--- config.mk ---
export PLATFORM = sky130hd
export DESIGN_NAME = pll_lock_supervisor
export DESIGN_NICKNAME = d
export VERILOG_FILES = /design/src/rtl/pll_sup_pkg.sv /design/src/rtl/sync_2ff.sv /design/src/rtl/pll_lock_supervisor.sv
export SDC_FILE = /design/constraint.sdc
export NUM_CORES = 1
export LEC_CHECK = 0
export ABC_CLOCK_PERIOD_IN_PS = 3900
export CAP_MARGIN = 0
export CORE_ASPECT_RATIO = 1.25
export CORE_MARGIN = 2
export CORE_UTILIZATION = 35
export CTS_BUF_LIST = sky130_fd_sc_hd__clkbuf_4
export DETAILED_ROUTE_END_ITERATION = 7
export GPL_ROUTABILITY_DRIVEN = 0
export PLACE_DENSITY_LB_ADDON = 0.08
export SYNTH_ARGS = -nofsm -noshare
export SYNTH_HDL_FRONTEND = slang
export SYNTH_HIERARCHICAL = 1
export SYNTH_SLANG_ARGS = --single-unit
export TNS_END_PERCENT = 5
--- constraint.sdc ---
create_clock -name refclk -period 3.9 [get_ports refclk]
set_input_delay 0.78 -clock refclk [delete_from_list [all_inputs] [get_ports refclk]]
set_output_delay 0.78 -clock refclk [all_outputs]
set_load 0.02 [all_outputs]
--- src/rtl/pll_sup_pkg.sv ---
// Purpose: shared state encoding, widths and 24 MHz default timing for the PLL lock supervisor.
// Latency: n/a (constants and a combinational helper only).
// Backpressure: n/a.
package pll_sup_pkg;

    // FSM state encoding, also driven out on the status port
    localparam logic [1:0] ST_RESET_PLL = 2'b00;
    localparam logic [1:0] ST_WAIT_LOCK = 2'b01;
    localparam logic [1:0] ST_STABLE    = 2'b10;
    localparam logic [1:0] ST_RUN       = 2'b11;

    localparam int RELOCK_W = 8;

    // Defaults for a 24 MHz reference clock
    localparam int DEF_RST_CYCLES    = 24;      // 1 us
    localparam int DEF_LOCK_TIMEOUT  = 240000;  // 10 ms
    localparam int DEF_STABLE_CYCLES = 2400;    // 100 us
    localparam int DEF_MAX_RETRIES   = 4;
    localparam int DEF_CNT_W         = 18;

    // Saturating increment for the relock event counter
    function automatic logic [RELOCK_W-1:0] relock_sat_inc(input logic [RELOCK_W-1:0] v);
        return (v == {RELOCK_W{1'b1}}) ? v : v + RELOCK_W'(1);
    endfunction

endpackage

--- src/rtl/sync_2ff.sv ---
// Purpose: single-bit two-stage synchronizer for flags entering the local clock domain.
// Latency: 2 clk_i edges from the first edge that samples a new level.
// Backpressure: none; level-based, pulses shorter than a clock period may be lost.
module sync_2ff (
    input  logic clk_i,
    input  logic rst_ni,
    input  logic d_i,
    output logic q_o
);

    logic meta_q;
    logic sync_q;

    // Two flops in series to let metastability resolve before use
    always_ff @(posedge clk_i or negedge rst_ni) begin
        if (!rst_ni) begin
            meta_q <= 1'b0;
            sync_q <= 1'b0;
        end else begin
            meta_q <= d_i;
            sync_q <= meta_q;
        end
    end

    assign q_o = sync_q;

endmodule

--- src/rtl/pll_lock_supervisor.sv ---
// Purpose: sequences PLL reset, waits for lock with timeout/retry, holds system reset until lock is stable.
// Latency: lock loss in RUN reaches outputs on the 3rd refclk edge after extlock is first sampled low.
// Backpressure: none; force_relock is a one-cycle request honoured only in RUN.
module pll_lock_supervisor
    import pll_sup_pkg::*;
#(
    parameter int RST_CYCLES    = DEF_RST_CYCLES,
    parameter int LOCK_TIMEOUT  = DEF_LOCK_TIMEOUT,
    parameter int STABLE_CYCLES = DEF_STABLE_CYCLES,
    parameter int MAX_RETRIES   = DEF_MAX_RETRIES,
    parameter int CNT_W         = DEF_CNT_W
) (
    input  logic                refclk,
    input  logic                rst_n,
    input  logic                extlock,
    input  logic                force_relock,
    output logic                pll_reset,
    output logic                sys_rst_n,
    output logic                locked,
    output logic                fault,
    output logic [1:0]          state,
    output logic [RELOCK_W-1:0] relock_cnt
);

    localparam int RETRY_W = $clog2(MAX_RETRIES + 1);

    localparam logic [CNT_W-1:0]   RST_LAST    = CNT_W'(RST_CYCLES - 1);
    localparam logic [CNT_W-1:0]   TO_LAST     = CNT_W'(LOCK_TIMEOUT - 1);
    localparam logic [CNT_W-1:0]   STABLE_LAST = CNT_W'(STABLE_CYCLES - 1);
    localparam logic [RETRY_W-1:0] RETRY_MAX   = RETRY_W'(MAX_RETRIES);

    logic                lock_s;

    logic [1:0]          state_q,      state_d;
    logic [CNT_W-1:0]    cnt_q,        cnt_d;
    logic [RETRY_W-1:0]  retry_q,      retry_d;
    logic [RETRY_W-1:0]  retry_inc;
    logic                fault_q,      fault_d;
    logic [RELOCK_W-1:0] relock_q,     relock_d;
    logic                pll_reset_q,  pll_reset_d;
    logic                sys_rst_n_q,  sys_rst_n_d;
    logic                locked_q,     locked_d;

    // extlock comes straight from the PLL, asynchronous to refclk
    sync_2ff u_lock_sync (
        .clk_i  (refclk),
        .rst_ni (rst_n),
        .d_i    (extlock),
        .q_o    (lock_s)
    );

    // State, counters and registered outputs; outputs load the decode of next state
    always_ff @(posedge refclk or negedge rst_n) begin
        if (!rst_n) begin
            state_q     <= ST_RESET_PLL;
            cnt_q       <= '0;
            retry_q     <= '0;
            fault_q     <= 1'b0;
            relock_q    <= '0;
            pll_reset_q <= 1'b1;
            sys_rst_n_q <= 1'b0;
            locked_q    <= 1'b0;
        end else begin
            state_q     <= state_d;
            cnt_q       <= cnt_d;
            retry_q     <= retry_d;
            fault_q     <= fault_d;
            relock_q    <= relock_d;
            pll_reset_q <= pll_reset_d;
            sys_rst_n_q <= sys_rst_n_d;
            locked_q    <= locked_d;
        end
    end

    // Next-state logic plus the retry, fault and relock bookkeeping tied to transitions
    always_comb begin
        state_d   = state_q;
        retry_d   = retry_q;
        fault_d   = fault_q;
        relock_d  = relock_q;
        retry_inc = (retry_q == RETRY_MAX) ? retry_q : retry_q + RETRY_W'(1);

        case (state_q)
            ST_RESET_PLL: begin
                if (cnt_q == RST_LAST) begin
                    state_d = ST_WAIT_LOCK;
                end
            end
            ST_WAIT_LOCK: begin
                if (lock_s) begin
                    state_d = ST_STABLE;
                end else if (cnt_q == TO_LAST) begin
                    // Timed out: pulse reset again; fault is sticky and never stops retrying
                    state_d = ST_RESET_PLL;
                    retry_d = retry_inc;
                    if (retry_inc == RETRY_MAX) begin
                        fault_d = 1'b1;
                    end
                end
            end
            ST_STABLE: begin
                if (!lock_s) begin
                    state_d = ST_WAIT_LOCK;
                end else if (cnt_q == STABLE_LAST) begin
                    state_d = ST_RUN;
                    retry_d = '0;
                end
            end
            ST_RUN: begin
                // Lock loss and a software request on the same edge count once
                if (!lock_s || force_relock) begin
                    state_d  = ST_RESET_PLL;
                    relock_d = relock_sat_inc(relock_q);
                end
            end
            default: begin
                state_d = ST_RESET_PLL;
            end
        endcase

        cnt_d = (state_d != state_q) ? '0 : cnt_q + CNT_W'(1);
    end

    // Output decode of the next state so the output flops switch with state_q
    always_comb begin
        pll_reset_d = (state_d == ST_RESET_PLL);
        sys_rst_n_d = (state_d == ST_RUN);
        locked_d    = (state_d == ST_RUN);
    end

    assign pll_reset  = pll_reset_q;
    assign sys_rst_n  = sys_rst_n_q;
    assign locked     = locked_q;
    assign fault      = fault_q;
    assign state      = state_q;
    assign relock_cnt = relock_q;

endmodule

### Yosys cells after proc, flatten, opt, wreduce, memory -nomap -nowiden

Cells that the tools add are included.

| storage, ports and cells | value |
|---|---|
| register bits | 36 |
| input port bits | 4 |

| cells by class | value |
|---|---|
| bitwise logic cells | 2 |
| mux-type cells | 14 |
| eq/ne operators | 15 |
| reduce and logical (&&, ||, !) cells | 8 |
| add/subtract/negate cells | 3 |

Operator list:

| cell | number |
|---|---|
| $add A18 B1 Y18 const B | 1 |
| $eq A18 B12 Y1 const B | 1 |
| $eq A18 B18 Y1 const B | 1 |
| $eq A18 B5 Y1 const B | 1 |
| $mux W18 | 1 |
| $mux W3 | 5 |
| $mux W2 | 6 |
| $add A8 B1 Y8 const B | 1 |
| $eq A8 B8 Y1 const B | 1 |
| $pmux W2 S4 | 1 |
| $eq A2 B2 Y1 const B | 3 |
| $eq A3 B3 Y1 const B | 2 |
| $ne A2 B2 Y1 const B | 3 |
| $pmux W3 S2 | 1 |
| $reduce_and A5 Y1 | 1 |
| $logic_not A2 Y1 | 2 |
| $reduce_and A4 Y1 | 1 |
| $add A3 B1 Y3 const B | 1 |
| $reduce_and A3 Y1 | 1 |
| $eq A2 B1 Y1 const B | 1 |
| $ne A2 B1 Y1 const B | 1 |
| $ne A2 B2 Y1 | 1 |
| $not A1 Y1 | 2 |
| $reduce_bool A2 Y1 | 1 |
| other kinds (2) | 2 |

### Logic depth before layout (Yosys ltp)

| logic depth | value |
|---|---|
| word-level depth | 6 |
| gate-level depth with buffers | 7 |
| mapped depth without buffers | 7 |

### Hierarchy

The synthesis kept the hierarchy.

Modules (own cells, without submodules):

| module | cells an instance | times used | area an instance (µm²) | sequential area each (µm²) |
|---|---|---|---|---|
| pll_lock_supervisor | 189 | 1 | 1839.3 | 852.1 |
| sync_2ff | 2 | 1 | 50.0 | 50.0 |

### Worst setup path after synthesis

No wires, ideal clock.

| timing | value |
|---|---|
| path kind | register -> register |
| start | register state_q[1], in the netlist state[1] |
| end | register cnt_q[4] |
| data arrival time | 1.713 ns |
| data required time | 3.759 ns |
| buffers on the path | 1 |
| cell stages (with the launch flop) | 7 |
| setup slack | 2.046 ns |
| period minus slack after synthesis | 1.854 ns |
| cells stage by stage | dfrtp_1 buf_4 inv_1 or3_1 o31ai_2 o211a_2 nor3_1 |

| on the way | value |
|---|---|
| longest elaborated chain between the ends | 5 |
| elaborated cells between the ends (all ways) | 13 |
| those cells by class | 4 x eq/ne; 8 x mux; 1 x reduce/logical |

RTL lines:

| element | line | text |
|---|---|---|
| start, declared | pll_lock_supervisor.sv:34 | `logic [1:0] state_q, state_d;` |
| start signal, assigned | pll_lock_supervisor.sv:64 | `state_q <= state_d;` |
| $mux W2 (on tied branches) | pll_lock_supervisor.sv:104, pll_lock_supervisor.sv:92 |  |
| $mux W2 (on tied branches) | pll_lock_supervisor.sv:102, pll_lock_supervisor.sv:90 |  |
| $pmux W2 S4 | pll_lock_supervisor.sv:83 | `case (state_q)` |
| $ne A2 B2 Y1 (*) | pll_lock_supervisor.sv:121 | `cnt_d = (state_d != state_q) ? '0 : cnt_q + CNT_W'(1);` |
| $mux W18 (*) | pll_lock_supervisor.sv:121 |  |
| named net cnt_d[4] | pll_lock_supervisor.sv:35 | `logic [CNT_W-1:0] cnt_q, cnt_d;` |
| end signal, assigned | pll_lock_supervisor.sv:65 | `cnt_q <= cnt_d;` |
| end, declared | pll_lock_supervisor.sv:35 |  |

Mark *: on every way through the listed nets, which the timed path passes. The rest lies on a longest branch.
A chain may end at the register's enable or synchronous reset.

### Worst setup path in the final report

| timing | value |
|---|---|
| start | register state_q[0], in the netlist state[0] |
| end | output port state[0] |

RTL lines:

| element | line | text |
|---|---|---|
| end, declared | pll_lock_supervisor.sv:21 | `output logic [1:0] state,` |

No word-level cell between the ends.

==> impl_results.md <==
* Die width at 69.7 um
* Filler cells at 511
* Yosys cell types at 44
* Number of synthesized flops with an enable pin at 0
* Crit-path slowest cell: clkdlybuf4s50_1
* Final setup vio count at 0
* DR vias at between 1000 and 1500
* # diodes at 0
* Clk buf depth at 2
* Leakage at 0.914 nW
* Yosys reg bits at 36
* Largest net degree at the start of global routing at 37
* VDD IR max at about 0.29 mV
* Cts-stage hold buffer count at 0
* CP top delay family: buffers and inverters
* Synth cell count leaders: dfrtp_1 (35), nor2_1 (23), nand2_1 (14), nor3_1 (12), xnor2_1 (12)
* FMAX at 0.417 GHz
* Post-route antenna net violation count at 0
* Final net count at between 200 and 250
* Vias in the first global route at 1489
* Sequential area share after synthesis at 0.477
* Root buf cell: clkbuf_4
* Hold Crit Class: reg2reg
* Final period utilization at 0.616
* Predominant post-synthesis flop cell: dfrtp_1
* Most frequent cell after synthesis: dfrtp_1
* Die Y-Extent at 86.1 um
* Synth top area share at 0.464
* Initial core utilization at 0.367
* Routed WL at about 4.0 mm
* Via density at 5.34
* Die area at about 6000 um^2
* Crit. End Element: output port
* Syn Inst Count at between 150 and 200
* Pwr dens at 482 nW/um^2
* Core Area at between 5000 and 6000 um^2
* First-pass iteration count of the detailed router at 4
* Leading area contributor after synthesis: dfrtp_1
* Peak fanout along the critical path at 13
* Startpoint types: flip-flop
* RSZ-0062 raised after global routing: no
* Setup TNS at 0 ps
* First-pass GRT wire length at 7.03 mm
* I/O Buffers at 17
* TritonCTS clock tree: done
* Initial DRC count at 50
* Worst EP arrival at 1620 ps
* Final hold violation count at 0
* Pwr Total at 1.04 mW
* WP buf/inv at 1
* Slew HR at 0.394
* Mapped Area at 1890 um^2
* Outcome: complete, no violations
* Synth top area cells: dfrtp_1 (46%), xnor2_1 (5.6%), xor2_1 (5.1%)
* Detailed-route DRC error count at 0
* Worst Tran Pin Value at 906 ps
* Post-CTS Setup Inserts at 0
* Tot GR Track Use at 0.148
* Initial antenna violation count at 0
* Pins Over Slew Limit at 0
* Layout cells sized above 1 at 0.0995
* Worst-path cell chain: clkdlybuf4s50_1
* Avg Synthesized Cell Area at around 10 um^2
* WL/cell at 14.6 um
* Boundary pin count at 18
* Area Overhead vs Synth at 14.4%
* R2R Setup Slk at 1650 ps
* Clk_skew at 10.0 ps
* CP Class: reg2out
* Syn Nets at 199
* H-tree Lvls at 2
* Min setup slack post-route at 1500 ps
* Required time worst endpoint at 3120 ps
* Global route total overflow at 0
* Row Count at 29
* Insertion delay of the later-clocked pin in the worst-skew pair at 340 ps
* CTS sink count at 36
* Dpl ws at 1320 ps
* Asr flop ratio synth at 1.00
* DP HPWL at 2.86 mm
* CTS resizes at 0
* Clock-pin transition on the worst setup and hold timing paths at approximately 110 ps
* Warnings, synthesis at 6
* Crit-path max cell delay at 680 ps
* Max-cap violations at 0
* Num CTS Buffers at 5
* Post-layout min period at roughly 2400 ps
## routing by layer
metal / up-vias / GRT usage / part of all wire
met5: - / 0 / 0
met4: 0 / 0.0629 / 0.024
met3: 9 / 0.0388 / 0.033
met2: 23 / 0.256 / 0.49
met1: 718 / 0.174 / 0.45
li1: 709 / - / -
## stage by stage
stage	instances	cell area, um^2	utilization	hold WS (ps)
floorplan	191	1890	-	331
global placement	265	2100	0.408	345
detailed placement	265	2100	0.408	340
CTS	273	2160	0.420	377
global route	273	2160	0.420	380
finish	273	2160	0.420	368
## sequential cells by signal, indices dropped and copies added (netlist names)
register and cells:
cnt_q 18, relock_cnt 8, retry_q 3, state 2, fault 1, locked 1
pll_reset 1, u_lock_sync/meta_q 1, u_lock_sync/q_o 1
## where the power goes
part	switching [mW]	leakage [nW]	internal, mW
registers	0.0804	0.481	0.433
logic	0.179	0.397	0.146
clock network	0.119	0.0361	0.0842
## cells in the final DEF (no fill, tap or decap), types with 3 or more instances in the layout
master / n
clkbuf_4: 7
or3_1: 3
clkdlybuf4s50_1: 17
nor3_1: 12
ha_1: 4
nor2_1: 23
xnor2_1: 12
a21oi_1: 4
nand4_1: 7
nand2_1: 14
nor3_2: 3
nand3_1: 11
o211ai_1: 3
dfrtp_1: 35
xor2_1: 11
inv_1: 9
## final cells by class
class | count | area, um^2 | area share
Tap cell | 62 | 77.6 | 0.0359
Inverter | 9 | 33.8 | 0.0156
Clock buffer | 7 | 52.6 | 0.0243
Timing Repair Buffer | 18 | 178 | 0.0822
Clock inverter | 1 | 5.00 | 0.00231
Sequential cell | 36 | 902 | 0.417
Multi-Input combinational cell | 140 | 913 | 0.422
## cell families (layout without fill, tap and decap cells)
group / count (synthesis) / after routing / synth area share
compound gates: 23 / 23 / 0.0887
xor+xnor: 23 / 23 / 0.107
fa+ha+maj: 4 / 4 / 0.0265
buf+inv: 15 / 35 / 0.0391
flops: 36 / 36 / 0.477
mux: 2 / 2 / 0.0113
simple gates: 88 / 88 / 0.250
## path summary, 6_finish.rpt
| check | from | to | cells after the start |
|---|---|---|---|
| worst max-delay path | state[0]$_DFF_PN0_ | state[0] | 1 |
| worst min-delay path | u_lock_sync/meta_q$_DFF_PN0_ | u_lock_sync/q_o$_DFF_PN0_ | 0 |
| worst max register to register | cnt_q[0]$_DFF_PN0_ | cnt_q[5]$_DFF_PN0_ | 6 |
| worst min register to register | u_lock_sync/meta_q$_DFF_PN0_ | u_lock_sync/q_o$_DFF_PN0_ | 0 |
| max in group asynchronous | rst_n | pll_reset$_DFF_PN1_ | 2 |
| min in group asynchronous | rst_n | u_lock_sync/q_o$_DFF_PN0_ | 2 |
No activity file was read; power rests on OpenSTA's default activity.
